File: src/rtl/n_term_ram_io_pkg.sv
// Shared definitions for the north-edge RAM I/O termination tile:
// FSM state encoding and bit positions within the N1/S1 wire groups.
package n_term_ram_io_pkg;

    typedef enum logic [1:0] {
        ST_IDLE   = 2'd0,
        ST_ACCESS = 2'd1,
        ST_WAIT   = 2'd2,
        ST_RESP   = 2'd3
    } state_e;

    // S1BEG status bits
    localparam int unsigned RSP_VALID = 0;
    localparam int unsigned READY     = 1;
    localparam int unsigned RSP_WR    = 2;
    localparam int unsigned RSP_ERR   = 3;

    // N1END request bits
    localparam int unsigned REQ = 0;
    localparam int unsigned WR  = 1;

endpackage

File: src/rtl/n_term_ram_io_bridge.sv
// North termination tile: decodes single-word RAM requests from the N wire ends,
// drives a synchronous RAM port and reports status/read data on the S wire beginnings.
module n_term_ram_io_bridge
    import n_term_ram_io_pkg::*;
#(
    parameter int ADDR_W     = 8,
    parameter int DATA_W     = 16,
    parameter int RD_LATENCY = 1
) (
    input  logic              UserCLK,
    input  logic              resetn,
    input  logic [3:0]        N1END,
    input  logic [7:0]        N2MID,
    input  logic [7:0]        N2END,
    input  logic [15:0]       N4END,
    output logic [3:0]        S1BEG,
    output logic [7:0]        S2BEG,
    output logic [7:0]        S2BEGb,
    output logic [15:0]       S4BEG,
    output logic              ram_en,
    output logic              ram_we,
    output logic [ADDR_W-1:0] ram_addr,
    output logic [DATA_W-1:0] ram_wdata,
    input  logic [DATA_W-1:0] ram_rdata
);

    state_e              state_q, state_d;
    logic                req_prev_q;
    logic                wr_q, wr_d;
    logic                err_q, err_d;
    logic [1:0]          cnt_q, cnt_d;
    logic [3:0]          s1_q, s1_d;
    logic [15:0]         s4_q, s4_d;
    logic                ram_en_q, ram_en_d;
    logic                ram_we_q, ram_we_d;
    logic [ADDR_W-1:0]   ram_addr_q, ram_addr_d;
    logic [DATA_W-1:0]   ram_wdata_q, ram_wdata_d;
    logic                req_edge_s;
    logic                range_err_s;
    logic                unused_s;

    assign unused_s    = ^N1END[3:2];
    assign req_edge_s  = N1END[REQ] & ~req_prev_q;
    // Address bits above ADDR_W must be zero; the shift yields 0 when ADDR_W is 8.
    assign range_err_s = (N2MID >> ADDR_W) != 8'd0;

    // Next-state logic for the request FSM, latency counter and RAM port.
    always_comb begin
        state_d     = state_q;
        wr_d        = wr_q;
        err_d       = err_q;
        cnt_d       = cnt_q;
        s4_d        = s4_q;
        ram_en_d    = 1'b0;
        ram_we_d    = 1'b0;
        ram_addr_d  = ram_addr_q;
        ram_wdata_d = ram_wdata_q;
        case (state_q)
            ST_IDLE: begin
                if (req_edge_s) begin
                    wr_d = N1END[WR];
                    if (range_err_s) begin
                        err_d   = 1'b1;
                        state_d = ST_RESP;
                    end else begin
                        err_d       = 1'b0;
                        state_d     = ST_ACCESS;
                        ram_en_d    = 1'b1;
                        ram_we_d    = N1END[WR];
                        ram_addr_d  = N2MID[ADDR_W-1:0];
                        ram_wdata_d = N4END;
                    end
                end else begin
                    state_d = ST_IDLE;
                end
            end
            ST_ACCESS: begin
                if (wr_q) begin
                    state_d = ST_RESP;
                end else begin
                    state_d = ST_WAIT;
                    cnt_d   = 2'(RD_LATENCY - 1);
                end
            end
            ST_WAIT: begin
                if (cnt_q == 2'd0) begin
                    s4_d    = ram_rdata;
                    state_d = ST_RESP;
                end else begin
                    cnt_d = cnt_q - 2'd1;
                end
            end
            ST_RESP: begin
                state_d = ST_IDLE;
            end
            default: begin
                state_d = ST_IDLE;
            end
        endcase
    end

    // Status bits are decoded from the next state so S1BEG is a clean register.
    always_comb begin
        s1_d            = 4'b0000;
        s1_d[RSP_VALID] = (state_d == ST_RESP);
        s1_d[READY]     = (state_d == ST_IDLE);
        s1_d[RSP_WR]    = (state_d == ST_RESP) & wr_d;
        s1_d[RSP_ERR]   = (state_d == ST_RESP) & err_d;
    end

    // State registers with synchronous active-low reset.
    always_ff @(posedge UserCLK) begin
        if (!resetn) begin
            state_q     <= ST_IDLE;
            req_prev_q  <= 1'b0;
            wr_q        <= 1'b0;
            err_q       <= 1'b0;
            cnt_q       <= 2'd0;
            s1_q        <= 4'b0010;
            s4_q        <= 16'h0000;
            ram_en_q    <= 1'b0;
            ram_we_q    <= 1'b0;
            ram_addr_q  <= '0;
            ram_wdata_q <= '0;
        end else begin
            state_q     <= state_d;
            req_prev_q  <= N1END[REQ];
            wr_q        <= wr_d;
            err_q       <= err_d;
            cnt_q       <= cnt_d;
            s1_q        <= s1_d;
            s4_q        <= s4_d;
            ram_en_q    <= ram_en_d;
            ram_we_q    <= ram_we_d;
            ram_addr_q  <= ram_addr_d;
            ram_wdata_q <= ram_wdata_d;
        end
    end

    // Stateless bit-reversed loopback of the unused double wires.
    always_comb begin
        S2BEG  = 8'h00;
        S2BEGb = 8'h00;
        for (int i = 0; i < 8; i++) begin
            S2BEG[i]  = N2MID[7-i];
            S2BEGb[i] = N2END[7-i];
        end
    end

    assign S1BEG     = s1_q;
    assign S4BEG     = s4_q;
    assign ram_en    = ram_en_q;
    assign ram_we    = ram_we_q;
    assign ram_addr  = ram_addr_q;
    assign ram_wdata = ram_wdata_q;

endmodule

File: config.mk
export PLATFORM = sky130hd
export DESIGN_NAME = n_term_ram_io_bridge
export DESIGN_NICKNAME = d
export VERILOG_FILES = /design/src/rtl/n_term_ram_io_pkg.sv /design/src/rtl/n_term_ram_io_bridge.sv
export SDC_FILE = /design/constraint.sdc
export NUM_CORES = 1
export LEC_CHECK = 0
export ABC_CLOCK_PERIOD_IN_PS = 1700
export CAP_MARGIN = 15
export CORE_ASPECT_RATIO = 1.4
export CORE_MARGIN = 5
export CORE_UTILIZATION = 30
export CTS_BUF_LIST = sky130_fd_sc_hd__clkbuf_16
export DETAILED_ROUTE_END_ITERATION = 12
export MAX_ROUTING_LAYER = met4
export PLACE_DENSITY = 0.66
export SLEW_MARGIN = 20
export SYNTH_ARGS = -nofsm -noshare
export SYNTH_HDL_FRONTEND = slang
export SYNTH_SLANG_ARGS = --single-unit
File: constraint.sdc
create_clock -name UserCLK -period 1.7 [get_ports UserCLK]
set_input_delay 0.17 -clock UserCLK [delete_from_list [all_inputs] [get_ports UserCLK]]
set_output_delay 0.17 -clock UserCLK [all_outputs]
set_load 0.01 [all_outputs]
==> flow_summary_export.csv, run 1 <==
group,metric,value,unit
power,irDropWorstVdd,478,uV
setup_path,crit_path_start_kind,"register",
grt,overflow,0,
grt,first_global_vias,1541,
power,powerDensity,1240,nW/um^2
place,port_buffers,97,
cts,clk_pin_slew,0.07,ns
floorplan,dieWidth,79.0,microns
grt,grt_max_degree,27,
cts,cts_sinks,53,
drt,first_pass_iters,4,
cts,cts_buffers,5,
layout,drive_gt1_share,5.05,%
drt,detail-route-antenna-nets,0,
grt,antenna_found_initial,0,
grt,grt_pass1_wl,7.46,mm
cts,hold_buffers,0,
drt,viasPerCell,4.73,
synthesis,synthesis.nets,254,
drt,num_vias,1659,
power,total_power,3830,uW
setup_path,critical-path-max-stage-delay,0.46,ns
drt,drtIter0Drc,26,
layout,n_fill_cell,626,
cts,postCtsSetupBuffers,0,
place,gp_congestion,0.674,
setup_path,slowest_stage,"or3b_2",
synthesis,avgSynthCellArea,10.3,sq um
setup_path,cp.arrival,1.72,ns
drt,wl,4.73,mm
layout,nNetsFinal,335,
timing,min_period_over_period,87.6,%
timing,fmax,672,MHz
floorplan,rows,35,
timing,slew_violations,0,
cts,htreeDepth,2,
power,leakage,0.00116,uW
synthesis,ys_async_sr_fraction,0,%
cts,post_cts_resize_count,0,
place,place_inst,343,
timing,worst_pin_slew,0.342,ns
synthesis,synthCells,195,
synthesis,synth_ff_type,"dfxtp_1",
outcome,outcome,"finished, final reports clean",
setup_path,r2r_setup_slack,0.21,ns
timing,final.setup.tns,0,ns
timing,fin_skew,0.00469,ns
synthesis,netlist.area_leader.share,53.0,%
floorplan,die_h,107,microns
synthesis,yosysTopAreaCell,"dfxtp_1",
timing,slew_headroom,77.2,%
synthesis,yosysWarnings,0,
timing,final-hold-violation-count,0,
synthesis,synth_edf_count,0,
cts,clock_path_buffers,2,
cts,cts-root-buf,"clkbuf_16",
floorplan,initial_core_util,30.7,%
cts,clkLatencyLatePin,0.28,ns
place,dpl.hpwl,3.55,mm
grt,grt_util_all_layers,11.3,%
synthesis,syn_area,2000,sq um
synthesis,seq_area_frac_synth,53.0,%
setup_path,crit_chain,"inv_1 -> ha_1 -> or3b_2 -> a21oi_1 -> o31a_1",
synthesis,synth-seq-cells,53,
setup_path,critPathKind,"reg -> reg",
run,cap_violations,0,
synthesis,synth_area_leaders,"dfxtp_1 53%, a22o_1 11%, nand2_1 6.8%",
timing,setup_viol,0,
layout,syn2layout_area_growth,54.0,%
floorplan,ioPinCount,116,
cts,tritoncts,"yes",
worst_hold_path,hold_path_depth,0,
timing,rsz0062_at_grt,"false",
floorplan,dieArea,8430,sq um
setup_path,end_kind,"register",
timing,period_minus_slack,1.49,ns
floorplan,core,6530,sq um
worst_hold_path,hp-class,"in -> out",
drt,wire_per_inst,13.5,microns
setup_path,path_max_fanout,8,
layout,fin_cells,351,
setup_path,cp_data_required_time,1.93,ns
synthesis,synth_cell_types,26,
setup_path,reg2reg_depth,5,
layout,num_antenna_cells,0,
drt,drc,0,
synthesis,yosysMostFrequentCell,"dfxtp_1",
synthesis,synthTopCellsByCount,"53 x dfxtp_1, 36 x nand2_1, 25 x a22o_1",
## per-stage QoR
step           setup WS, ns  util (%)  instance area, sq um  hold WS (ns)
6_report              0.211      47.2                  3080         0.340
5_1_grt               0.114      47.2                  3080         0.340
4_1_cts               0.204      47.2                  3080         0.340
3_5_place_dp          0.160      44.6                  2910         0.340
3_3_place_gp          0.196      44.6                  2910         0.340
2_1_floorplan         0.307         -                  2000         0.292
## critical path, delay by kind of cell, from the launching register on
kind,cells,cell delay (ns)
simple gates,1,0.46
flops,1,0.32
fa+ha+maj,1,0.29
compound gates,2,0.26
buf+inv,1,0.10
## state kept, by name, indices dropped and copies added, names as in the netlist, 2 cells and up
| register | cells |
|---|---|
| S1BEG | 4 |
| S4BEG | 16 |
| cnt_q | 2 |
| ram_addr | 8 |
| ram_wdata | 16 |
| state_q | 2 |
## kinds of logic (layout without fill, tap and decap cells)
kind of cell | count (synthesis) | count (layout) | share of synthesized area (%)
compound gates | 52 | 52 | 20.3
fa+ha+maj | 5 | 5 | 3.13
buf+inv | 32 | 114 | 10.9
flops | 53 | 53 | 53.0
simple gates | 53 | 53 | 12.6
## where the power goes
group	internal, uW	total [uW]	switching (uW)
combinational	631	1150	517
sequential	1450	1540	95.9
clock	697	1140	440
## metal layers
layer  part of all wire, %  GRT usage [%]  wire, microns  vias up
li1                      -              -              -      813
met1                    45           13.2           2110      757
met2                    44           17.9           2080       81
met3                    10           4.37            477        8
met4                   1.5           3.93             71        0
met5                     0              -              0        -
## cells in the final DEF, fill, tap and decap left out, drive strengths merged
cell type	Yosys	layout
and2	7	7
a21boi	16	16
o22ai	1	1
a22o	25	25
a211oi	1	1
clkdlybuf4s50	0	97
o21a	1	1
buf	24	5
a21oi	4	4
or3b	1	1
nand2b	2	2
clkinvlp	0	1
inv	4	4
o21ai	2	2
o31a	1	1
clkinv	0	1
clkbuf	4	5
and4b	1	1
bufinv	0	1
nand2	36	36
ha	5	5
a22oi	1	1
and3	4	4
nand3b	1	1
nor4b	1	1
dfxtp	53	53
## path summary, 6_finish.rpt
| check | start | endpoint |
|---|---|---|
| worst max-delay path | state_q[0] | cnt_q[1] |
| worst min-delay path | N2END[6] | S2BEGb[1] |
| worst max register to register | state_q[0] | cnt_q[1] |
| worst min register to register | S4BEG[8] | S4BEG[8] |
## layout make-up
| class | count | area, sq um | area share (%) |
|---|---|---|---|
| Sequential cell | 53 | 1060 | 34.4 |
| Timing Repair Buffer | 102 | 1020 | 33.1 |
| Multi-Input combinational cell | 110 | 721 | 23.4 |
| Clock buffer | 5 | 125 | 4.06 |
| Tap cell | 74 | 92.6 | 3.00 |
| Clock inverter | 3 | 46.3 | 1.50 |
| Inverter | 4 | 15.0 | 0.487 |
Power figures use the tool's default switching activity.
==> run 2, diff against run 1 <==
Settings changed: ABC_CLOCK_PERIOD_IN_PS 1700 to 1490, CORE_MARGIN 5 to 2.
Clock period 1.7 ns to 1.49 ns, I/O delays scaled along.
==> run 2 against run 1 <==
  * Via count down 0.18%
  * Sequential cell count did not move
  * Combinational power up 23%
  * Clock power rose by 15%
  * Sequential share of layout area is 0.67 points lower
  * Critical path depth unchanged
  * Cell area rose by 2.1%
  * Global-route usage rose by 1.0 points
  * Register-to-register slack got worse by 0.15 ns
  * Clock skew is 0.0016 ns lower
  * Critical path type unchanged
==> flow_summary_export.csv, run 2 (same netlist as run 1, synthesis figures left out) <==
group,metric,value,unit
drt,drc,0,
timing,final.setup.tns,0,ns
place,place_area,2950,sq um
timing,fmax,701,MHz
cts,cts-root-buf,"clkbuf_16",
timing,slew_violations,0,
cts,postCtsSetupBuffers,0,
grt,grt_util_all_layers,12.4,%
power,pwr-share-clk,29.2,%
drt,wire_per_inst,12.4,microns
grt,overflow,0,
timing,rsz0062_at_grt,"true",
timing,period_minus_slack,1.43,ns
cts,tritoncts,"yes",
grt,first_global_vias,1570,
setup_path,cp_data_required_time,1.72,ns
floorplan,dieWidth,73.0,microns
grt,grt_pass1_wl,7.15,mm
drt,drtIter0Drc,40,
worst_hold_path,hp-class,"in -> out",
cts,cts_buffers,5,
timing,final-hold-violation-count,0,
setup_path,path_max_fanout,4,
drt,detail-route-antenna-nets,0,
grt,antenna_found_initial,0,
timing,min_period_over_period,95.7,%
floorplan,ioPinCount,116,
power,total_power,4480,uW
drt,num_vias,1656,
place,pre_cts_slack,0.0192,ns
timing,slew_headroom,81.9,%
setup_path,end_kind,"register",
floorplan,rows,35,
layout,n_fill_cell,606,
place,port_buffers,97,
power,powerDensity,1420,nW/um^2
power,combPwrFrac,31.4,%
layout,mostFrequentLayoutCells,"97 x clkdlybuf4s50_1, 52 x dfxtp_1, 36 x nand2_1, 25 x a22o_1, 14 x a21boi_0",
drt,wl,4.42,mm
place,gp_congestion,0.710,
layout,fin_area,3150,sq um
power,switching_share,27.6,%
power,power.switching,1240,uW
timing,setup_ws,0.0639,ns
floorplan,dieArea,7350,sq um
power,internal-power,3250,uW
drt,viasPerCell,4.66,
layout,syn2layout_area_growth,57.3,%
layout,nNetsFinal,339,
drt,first_pass_iters,4,
setup_path,crit_path_start_kind,"register",
power,pwr-share-seq,39.4,%
cts,htreeDepth,2,
timing,worst_pin_slew,0.267,ns
outcome,outcome,"finished, final reports clean",
cts,clock_path_buffers,2,
setup_path,critPathKind,"reg -> reg",
power,irDropWorstVdd,879,uV
layout,num_antenna_cells,0,
grt,grt_max_degree,25,
run,cap_violations,0,
setup_path,cp.arrival,1.66,ns
floorplan,die_h,101,microns
place,dpl.hpwl,3.30,mm
cts,cts_sinks,53,
setup_path,r2r_setup_slack,0.06,ns
layout,mostFrequentLayoutCell,"clkdlybuf4s50_1",
power,leakage,0.00118,uW
cts,clkLatencyLatePin,0.28,ns
timing,fin_hold_ws,0.298,ns
floorplan,initial_core_util,30.7,%
layout,drive_gt1_share,8.19,%
floorplan,core,6530,sq um
cts,clk_pin_slew,0.07,ns
timing,fin_skew,0.00313,ns
timing,setup_viol,0,
## run 2: power groups by stage
stage	clock network (uW)	registers [uW]	logic [uW]
after floorplan	0	1880	592
after global placement	0	1780	1370
after detailed placement	0	1790	1380
after CTS	1360	1760	1390
after global routing	1400	1800	1550
final	1310	1770	1410
## run 2: worst paths after layout
path	startpoint	to	depth (start not counted)
min reg2reg	S4BEG[3]	S4BEG[3]	2
min	N2END[4]	S2BEGb[3]	0
max reg2reg	cnt_q[0]	cnt_q[1]	5
max	cnt_q[0]	cnt_q[1]	5
## run 2: routing by layer
| metal | part of all wire (%) | vias up | GRT usage [%] |
|---|---|---|---|
| met2 | 43 | 92 | 19.5 |
| met5 | 0 | - | - |
| li1 | - | 825 | - |
| met4 | 0.93 | 0 | 3.28 |
| met3 | 11 | 6 | 4.80 |
| met1 | 45 | 733 | 14.6 |
## run 2: per-stage QoR
step                utilization (%)  instances
finish                         48.2        355
global route                   48.2        355
CTS                            47.9        355
detailed placement             45.3        347
global placement               45.3        347
floorplan                         -        195
## run 2: final cells by class
type / count / area (sq um) / share of cell area [%]
well taps: 74 / 92.6 / 2.94
clock buffers: 5 / 125 / 3.98
multi-input cells: 110 / 738 / 23.5
repair buffers: 106 / 1070 / 33.9
clock inverters: 3 / 46.3 / 1.47
inverters: 4 / 15.0 / 0.477
flip-flops and latches: 53 / 1060 / 33.8
## run 2: repair_timing
item | 4_1_cts | 5_1_grt
hold buffers | 0 | 0
endpoints found under the setup margin | 0 | 19
gates resized for setup | 0 | 8
hold endpoints to repair | 0 | 0
## run 2: critical path, cell delays in order (launching register included)
cell and delay (ns):
dfxtp_2 0.35, inv_1 0.05, ha_1 0.29, or3b_2 0.43
a21oi_1 0.13, o31a_1 0.12
